<file path="src/rtl/sdlib_vc_pkg.sv">
// Shared definitions for both ends of the sdlib valid/credit link.
// The state encodings cover the link-opening phase only. The terminal run phase is a separate flag.
package sdlib_vc_pkg;

    localparam logic [1:0] s_idle  = 2'd0;
    localparam logic [1:0] s_wake0 = 2'd1;
    localparam logic [1:0] s_wake1 = 2'd2;
    localparam logic [1:0] s_wait  = 2'd3;

    localparam int unsigned wakeup_pattern_def = 1;

    function automatic int unsigned cnt_width(input int unsigned max_val);
        return $clog2(max_val + 1);
    endfunction

endpackage

</file>
<file path="src/rtl/sd2vc_tx_if.sv">
// Bundles the upstream srdy/drdy port and the downstream valid/credit link of sd2vc_tx.
// master is the converter's view. slave is the view of the surrounding logic.
interface sd2vc_tx_if #(parameter int width = 8) ();
  logic             c_srdy;
  logic             c_drdy;
  logic [width-1:0] c_data;
  logic             p_vld;
  logic [width-1:0] p_data;
  logic             p_cr;
  logic             err_ovf;

  modport master (input c_srdy, c_data, p_cr, output c_drdy, p_vld, p_data, err_ovf);
  modport slave  (output c_srdy, c_data, p_cr, input c_drdy, p_vld, p_data, err_ovf);
endinterface

</file>
<file path="src/rtl/vc_credit_ctr.sv">
// Saturating credit counter with a sticky overflow flag. The counter updates one cycle after inc/dec.
// A simultaneous inc and dec cancel each other. An inc at full count without dec saturates the count and sets ovf.
module vc_credit_ctr #(
  parameter int depth = 16,
  localparam int cw = $clog2(depth + 1)
) (
  input  logic          clk,
  input  logic          reset,
  input  logic          inc,
  input  logic          dec,
  input  logic          en,
  output logic [cw-1:0] count,
  output logic          nonzero,
  output logic          ovf
);

  always_ff @(posedge clk or negedge reset) begin
    if (!reset) begin
      count <= '0;
      ovf   <= 1'b0;
    end else if (en) begin
      if (inc && !dec) begin
        if (count == cw'(depth)) ovf <= 1'b1;
        else                     count <= count + 1'b1;
      end else if (dec && !inc) begin
        count <= count - 1'b1;
      end
    end
  end

  assign nonzero = (count != '0);

endmodule

</file>
<file path="src/rtl/sd2vc_tx.sv">
// Converts srdy/drdy to valid/credit on the producer side. It opens the link with a wakeup handshake.
// Data latency is 1 cycle. c_drdy is low until the first credit arrives and whenever no credits are left.
// Optional macro SDLIB_SD2VC_REGINP_EN registers p_cr before any use.
module sd2vc_tx
  import sdlib_vc_pkg::*;
#(
  parameter int               depth          = 16,
  parameter int               width          = 8,
  parameter logic [width-1:0] wakeup_pattern = width'(wakeup_pattern_def),
  parameter int               wake_gap       = 16
) (
  input  logic         clk,
  input  logic         reset,
  sd2vc_tx_if.master   link
);

  localparam int cw = cnt_width(depth);
  localparam int gw = cnt_width(wake_gap);

  logic [1:0]    state;
  logic          run;
  logic [gw-1:0] gap;
  logic          cr;
  logic          xfer;
  logic          cnt_en;
  logic          crnz;
  logic [cw-1:0] crcnt;
  logic          unused_crcnt;

`ifdef SDLIB_SD2VC_REGINP_EN
  logic cr_q;
  always_ff @(posedge clk or negedge reset) begin
    if (!reset) cr_q <= 1'b0;
    else        cr_q <= link.p_cr;
  end
  assign cr = cr_q;
`else
  assign cr = link.p_cr;
`endif

  assign link.c_drdy = run & crnz;
  assign xfer        = link.c_srdy & link.c_drdy;
  assign cnt_en      = run | (state == s_wait);
  assign unused_crcnt = ^crcnt;

  vc_credit_ctr #(.depth(depth)) u_ctr (
    .clk     (clk),
    .reset   (reset),
    .inc     (cr),
    .dec     (xfer),
    .en      (cnt_en),
    .count   (crcnt),
    .nonzero (crnz),
    .ovf     (link.err_ovf)
  );

  // When run is set, state freezes at s_wait. Only the data path is active after that.
  always_ff @(posedge clk or negedge reset) begin
    if (!reset) begin
      state       <= s_idle;
      run         <= 1'b0;
      gap         <= gw'(wake_gap);
      link.p_vld  <= 1'b0;
      link.p_data <= '0;
    end else begin
      link.p_vld <= 1'b0;
      if (run) begin
        if (xfer) begin
          link.p_vld  <= 1'b1;
          link.p_data <= link.c_data;
        end
      end else begin
        case (state)
          s_idle: begin
            if (gap == gw'(1)) begin
              state       <= s_wake0;
              link.p_vld  <= 1'b1;
              link.p_data <= wakeup_pattern;
            end else begin
              gap <= gap - 1'b1;
            end
          end
          s_wake0: begin
            state       <= s_wake1;
            link.p_vld  <= 1'b1;
            link.p_data <= ~wakeup_pattern;
          end
          s_wake1: begin
            state <= s_wait;
            gap   <= gw'(wake_gap);
          end
          s_wait: begin
            // A credit takes priority over an expiring retry timer.
            if (cr) begin
              run <= 1'b1;
            end else if (gap == gw'(1)) begin
              state       <= s_wake0;
              link.p_vld  <= 1'b1;
              link.p_data <= wakeup_pattern;
            end else begin
              gap <= gap - 1'b1;
            end
          end
        endcase
      end
    end
  end

endmodule

</file>
<file path="src/flat_wrapper.sv">
// flat-port wrapper written by rule: the top's interface ports become plain ports
module sd2vc_tx_flat import sdlib_vc_pkg::*;
#(
  parameter int               depth          = 16,
  parameter int               width          = 8,
  parameter logic [width-1:0] wakeup_pattern = width'(wakeup_pattern_def),
  parameter int               wake_gap       = 16
)
  (clk, reset, link_c_srdy, link_c_data, link_p_cr, link_c_drdy, link_p_vld, link_p_data, link_err_ovf);
  sd2vc_tx_if #(.width(width)) link_i ();
  input  logic clk;
  input  logic reset;
  input wire logic [$bits(link_i.c_srdy)-1:0] link_c_srdy;
  input wire logic [$bits(link_i.c_data)-1:0] link_c_data;
  input wire logic [$bits(link_i.p_cr)-1:0] link_p_cr;
  output wire logic [$bits(link_i.c_drdy)-1:0] link_c_drdy;
  output wire logic [$bits(link_i.p_vld)-1:0] link_p_vld;
  output wire logic [$bits(link_i.p_data)-1:0] link_p_data;
  output wire logic [$bits(link_i.err_ovf)-1:0] link_err_ovf;
  assign link_i.c_srdy = link_c_srdy;
  assign link_i.c_data = link_c_data;
  assign link_i.p_cr = link_p_cr;
  assign link_c_drdy = link_i.c_drdy;
  assign link_p_vld = link_i.p_vld;
  assign link_p_data = link_i.p_data;
  assign link_err_ovf = link_i.err_ovf;
  sd2vc_tx #(.depth(depth), .width(width), .wakeup_pattern(wakeup_pattern), .wake_gap(wake_gap)) u_core (.clk(clk), .reset(reset), .link(link_i));
endmodule
</file>
<file path="config.mk">
export PLATFORM = sky130hd
export DESIGN_NAME = sd2vc_tx_flat
export DESIGN_NICKNAME = d
export VERILOG_FILES = /design/src/rtl/sdlib_vc_pkg.sv /design/src/rtl/sd2vc_tx_if.sv /design/src/rtl/vc_credit_ctr.sv /design/src/rtl/sd2vc_tx.sv /design/src/flat_wrapper.sv
export SDC_FILE = /design/constraint.sdc
export NUM_CORES = 1
export LEC_CHECK = 0
export BUFFER_PORTS_ARGS = -buffer_cell sky130_fd_sc_hd__buf_2
export CORE_UTILIZATION = 55
export DETAILED_ROUTE_END_ITERATION = 6
export MAX_ROUTING_LAYER = met4
export PLACE_DENSITY_LB_ADDON = 0.12
export SYNTH_ARGS = -nofsm -noshare
export SYNTH_HDL_FRONTEND = slang
export SYNTH_HIERARCHICAL = 1
export SYNTH_SLANG_ARGS = --single-unit
</file>
<file path="constraint.sdc">
create_clock -name clk -period 3.26 [get_ports clk]
set_clock_uncertainty 0.2 [all_clocks]
set_input_delay 0.652 -clock clk [delete_from_list [all_inputs] [get_ports clk]]
set_output_delay 0.652 -clock clk [all_outputs]
set_load 0.005 [all_outputs]
</file>
; Word-level counts from Yosys, hierarchy flattened
; Index checks and enable logic that the tools add are counted.
[word_totals]
regBits = 23
wordCells = 59
output_inout_bits = 11
[op_classes]
mux = 22
n_reduce_logical = 14
bitwise_logic = 4
n_addsub = 3
eq_ne = 9
[op_table]
columns = cell, n
row1 = 8-bit two-way mux, 4
row2 = 5-bit two-way mux, 5
row3 = 8-bit one-hot mux with 3 select lines, 1
row4 = 5-bit one-hot mux with 3 select lines, 1
row5 = 3-bit AND reduction, 4
row6 = "5-bit by 1-bit subtractor with 5-bit output, second input constant", 2
row7 = 2-bit one-hot mux with 4 select lines, 1
row8 = 1-bit two-way mux, 7
row9 = "2-bit != test, second input constant", 3
row10 = "5-bit by 1-bit adder with 5-bit output, second input constant", 1
row11 = "5-bit by 1-bit == test with 1-bit output, second input constant", 1
row12 = "5-bit == test, second input constant", 1
row13 = 5-bit nonzero test, 1
row14 = "2-bit == test, second input constant", 2
row15 = 2-bit two-way mux, 2
row16 = 4-bit nonzero test, 1
row17 = "3-bit by 2-bit != test with 1-bit output, second input constant", 1
row18 = 1-bit one-hot mux with 3 select lines, 1
row19 = 3-bit nonzero test, 1
row20 = 1-bit bitwise AND, 2
row21 = "2-bit by 1-bit == test with 1-bit output, second input constant", 1
row22 = 1-bit logical AND, 2
row23 = 1-bit zero test, 2
row24 = 2-bit zero test, 1
row25 = other kinds (4), 4

; Logic depth before layout (Yosys ltp)
[logic_depth]
word_depth = 7
mapped_depth = 12
ltp_nobuf = 11

; Cells and area by module
; The synthesis kept the hierarchy.
[modules_own_cells]
columns = module, seq_area_each_um2, n_inst, area_per_inst_um2, cells_per_inst
row1 = sd2vc_tx, 426.7, 1, 943.4, 92
row2 = vc_credit_ctr, 150.1, 1, 392.9, 37

; Least setup slack after synthesis
; No wires, ideal clock.
[synth_path]
kind = flip-flop to flip-flop
from = register u_core.u_ctr.count[2]
to = register u_core.u_ctr.count[4]
setup_time_ns = 0.124
setup_slack_ns = 0.410
t_required_ns = 2.936
n_path_buf = 1
t_arrival_ns = 2.526
period_less_slack_ns = 2.850
path_stages_with_launch = 13
cell_sequence = dfrtp_1 nor4_2 or2b_1 nand3_1 inv_1 nand2b_1 buf_2 xor2_1 ha_1 o31a_2 o21ai_0 o211ai_1 xnor2_1
[synth_via]
elab_chain_cells = 7
word_cells_on_any_way = 15
cone_classes = 2 x add/sub / 2 x eq/ne / 3 x mux / 2 x bitwise / 6 x reduce/logical
[synth_rtl]
columns = element, line_no
row1 = start: declaration, vc_credit_ctr.sv:12  ; output logic [cw-1:0] count,
row2 = start signal: assignment, vc_credit_ctr.sv:24  ; else count <= count + 1'b1;
row3 = start signal: assignment, vc_credit_ctr.sv:26  ; count <= count - 1'b1;
row4 = 5-bit nonzero test (*), vc_credit_ctr.sv:31  ; assign nonzero = (count != '0);
row5 = net u_core.crnz, sd2vc_tx.sv:26  ; logic crnz;
row6 = 1-bit bitwise AND (*), sd2vc_tx.sv:41  ; assign link.c_drdy = run & crnz;
row7 = 1-bit bitwise AND (*), sd2vc_tx.sv:42  ; assign xfer = link.c_srdy & link.c_drdy;
row8 = net u_core.xfer, sd2vc_tx.sv:24  ; logic xfer;
row9 = 1-bit zero test, vc_credit_ctr.sv:22  ; if (inc && !dec) begin
row10 = 1-bit logical AND, vc_credit_ctr.sv:22
row11 = 2-bit != test (no line) / 2-bit nonzero test (equally long branches), -
row12 = 3-bit AND reduction (no line), -
; Mark *: on every way through the listed nets, which the timed path passes. The rest lies on a longest branch. The select of a mux whose other input is x is not followed.
; A chain may end at the register's enable or synchronous reset.

; Final worst setup path
[layout_path]
from = register u_core.u_ctr.count[1]
to = register u_core.u_ctr.count[4]
; The elaborated chain is that of the path after synthesis.

==> flow_summary_export.csv <==
group,metric,value,unit
global_routing,use_met2,40.1,%
final_layout,regArea,577,µm²
logic_synthesis,yosysWarnings,6,
placed_design,pre_cts_slack,118,ps
sta,slew_headroom,59.1,%
placed_design,place.port_buffers,22,
floorplanning,die_h,51.3,µm
logic_synthesis,postSynth.asyncResetShare,100,%
floorplanning,start_util,59.3,%
route,antenna_left,0,
sta,fin_tns_setup,0,ps
floorplanning,pin_count,23,
logic_synthesis,synth-edff-count,0,
power,clock_power_share,14.9,%
clock_network,cts_tree,"yes",
flow_run,drv_cap,0,
worst_setup_path,reg2reg_slack,160,ps
global_routing,busiest_layer,"met2",
power,combPwrFrac,35.0,%
final_layout,syn2layout_area_growth,13.0,%
logic_synthesis,synth-main-ff-cell,"dfrtp_1",
clock_network,h-tree-depth,1,
power,p_sw_share,34.2,%
placed_design,place_hpwl,1980,µm
placed_design,place_congestion,0.771,
worst_setup_path,worstPathMaxFanout,7,
power,p_int,564,µW
worst_setup_path,cp_cell_sequence,"nor4_4, or2b_1, nand3_1, inv_1, nand2b_2, xor2_1, ha_1, o31a_2, o21ai_0, o211ai_1, xnor2_1",
sta,grt_setup_unrepaired,"no",
floorplanning,dieWidth,51.3,µm
global_routing,grt_pass1_wl,4250,µm
route,avgViaCountPerCell,5.83,
sta,finalCriticalPeriod,3100,ps
worst_setup_path,path_buf_inv,1,
global_routing,grt-ovfl-total,0,
worst_setup_path,crit_type,"reg -> reg",
global_routing,grt_start_max_net_pins,24,
power,p_leak,0.690,nW
final_layout,layout-drive-gt1-share,25.0,%
logic_synthesis,synth_cell_types,49,
clock_network,clk_latency,300,ps
sta,layout_setup_ws,161,ps
sta,maxClockFrequency,323,MHz
logic_synthesis,ys_seq_area_share,43.2,%
logic_synthesis,synth.net_count,150,
sta,period_share,95.1,%
run_status,status,"finished, final reports clean",
worst_setup_path,cp.arrival,3100,ps
logic_synthesis,synth-seq-cells,23,
clock_network,cts-buffers-inserted,3,
sta,finalSetupViolCount,0,
logic_synthesis,synth.avg_cell_area,10.4,µm²
global_routing,use_met1,25.5,%
final_layout,multiInputGateArea,706,µm²
worst_setup_path,cpMaxStageDelayCell,"dfrtp_1",
min_path,min_path_type,"in -> async",
sta,drv_slew,0,
route,vias,1049,
clock_network,cts.sinks,23,
worst_setup_path,setup.worst_path.end_class,"flip-flop",
global_routing,use_met3,2.98,%
floorplanning,rows,17,
clock_network,clkSlewWorstSetupHoldPaths,120,ps
route,drc,0,
route,wirelength,2670,µm
power,pwr-share-seq,50.1,%
final_layout,nFillCells,187,
worst_setup_path,path_delay_family,"simple AND/OR/NAND/NOR gates",
floorplanning,die-area,2630,µm²
route,drt-initial-drc-count,31,
clock_network,hold_buffers,0,
logic_synthesis,synthCells,129,
worst_setup_path,cp.required,3260,ps
final_layout,layout.nets,174,
route,wl_per_cell,14.8,µm
sta,finalHoldViolCount,0,
clock_network,cts_root_buf,"clkbuf_4",
clock_network,cts_max_path_buffers,2,
global_routing,grt_pass1_vias,990,
sta,tightest_slew,613,ps
final_layout,antenna_cells,0,
global_routing,grt.total_usage,22.7,%
floorplanning,core_area,2250,µm²
power,ir_drop,0.401,mV
logic_synthesis,syn_area,1340,µm²
worst_setup_path,worstSetupStartpointType,"flip-flop",
global_routing,antenna_found_initial,0,
route,drt-pass1-iter-count,4,
power,power_switching,293,µW
worst_setup_path,slowest_delay,490,ps
power,power_density,568,nW/µm²
logic make-up (layout without fill, tap and decap cells):
kind of cell	count (synthesis)	after routing	share of synthesized area, %
compound gates	39	39	22.4
xor+xnor	4	4	2.62
fa+ha+maj	9	9	8.43
buf+inv	15	38	4.87
flops	23	23	43.2
mux	4	4	3.56
simple gates	35	35	15.0
cell usage after synthesis, drive strengths merged, types with 3 or more instances:
library cell	number	area, µm²
clkbuf	4	15.0
nor4	3	25.0
or2	3	21.3
dfrtp	22	551
mux2	3	37.5
o21ai	7	35.0
ha	9	113
inv	9	33.8
a2bb2oi	8	70.1
nor2	6	22.5
nand2	9	33.8
a21oi	5	28.8
registers in the layout, indices dropped and copies added (netlist names):
signal,count
u_core/link.p_vld,1
u_core/run,1
u_core/u_ctr/count,5
u_core/link.p_data,8
u_core/state,2
u_core/u_ctr/ovf,1
u_core/gap,5
per-stage QoR:
stage          hold WS (ps)  instance area (µm²)  total power, mW  util [%]  cells
2_1_floorplan           156                 1340            0.615         -    129
3_3_place_gp            257                 1470            0.689      65.0    175
3_5_place_dp            271                 1470            0.712      65.0    175
4_1_cts                 107                 1490            0.841      66.1    179
5_1_grt                 129                 1510            0.908      67.0    180
6_report               95.7                 1510            0.857      67.0    180
cell type report:
| class | count | area share (%) |
|---|---|---|
| clock buffer | 4 | 1.74 |
| inverter | 9 | 2.24 |
| multi-input combinational | 91 | 46.7 |
| sequential | 23 | 38.2 |
| tap | 28 | 2.32 |
| timing repair buffer | 25 | 8.78 |
repair_timing:
| action | 4_1_cts | 5_1_grt |
|---|---|---|
| setup buffers | 0 | 1 |
| endpoints found under the setup margin | 0 | 2 |
| endpoints found under the hold margin | 0 | 0 |
| resized for setup | 0 | 2 |
metal layers:
layer	wire [µm]	vias to the layer above
met5	0	-
met4	51	0
met3	101	6
met2	1400	31
met1	1120	498
li1	-	514
power by group through the flow:
stage	combinational (mW)	clock (mW)	sequential [mW]
final	0.300	0.127	0.430
after global routing	0.327	0.141	0.440
after CTS	0.290	0.132	0.419
after detailed placement	0.289	0	0.423
after global placement	0.271	0	0.419
after floorplan	0.201	0	0.414
path summary, 6_finish.rpt:
check | startpoint | end | depth (start not counted)
worst max-delay path | u_core/u_ctr/count[1] | u_core/u_ctr/count[4] | 11
worst min-delay path | reset | u_core/u_ctr/count[4] | 1
worst max register to register | u_core/u_ctr/count[1] | u_core/u_ctr/count[4] | 11
worst min register to register | u_core/u_ctr/ovf | u_core/u_ctr/ovf | 1
max in group asynchronous | reset | u_core/gap[4] | 1
min in group clk | u_core/u_ctr/ovf | u_core/u_ctr/ovf | 1
cell usage in the layout (no fill, tap or decap), types with 3 or more instances in the layout:
master / synthesis / layout
a21oi_1: 4 / 4
a2bb2oi_1: 8 / 8
buf_2: 1 / 22
buf_4: 0 / 3
clkbuf_4: 0 / 3
dfrtp_1: 22 / 22
ha_1: 9 / 9
inv_1: 9 / 9
nand2_1: 9 / 9
nor2_1: 6 / 6
o21ai_0: 4 / 4
o21ai_1: 3 / 3
worst reg2reg max path, cell delays in order (launching register included):
cell,delay [ps]
dfrtp_1,490
nor4_4,340
or2b_1,270
nand3_1,180
inv_1,80
nand2b_2,240
xor2_1,180
ha_1,250
o31a_2,290
o21ai_0,180
o211ai_1,140
xnor2_1,140
(Power assumes the default switching activity.)
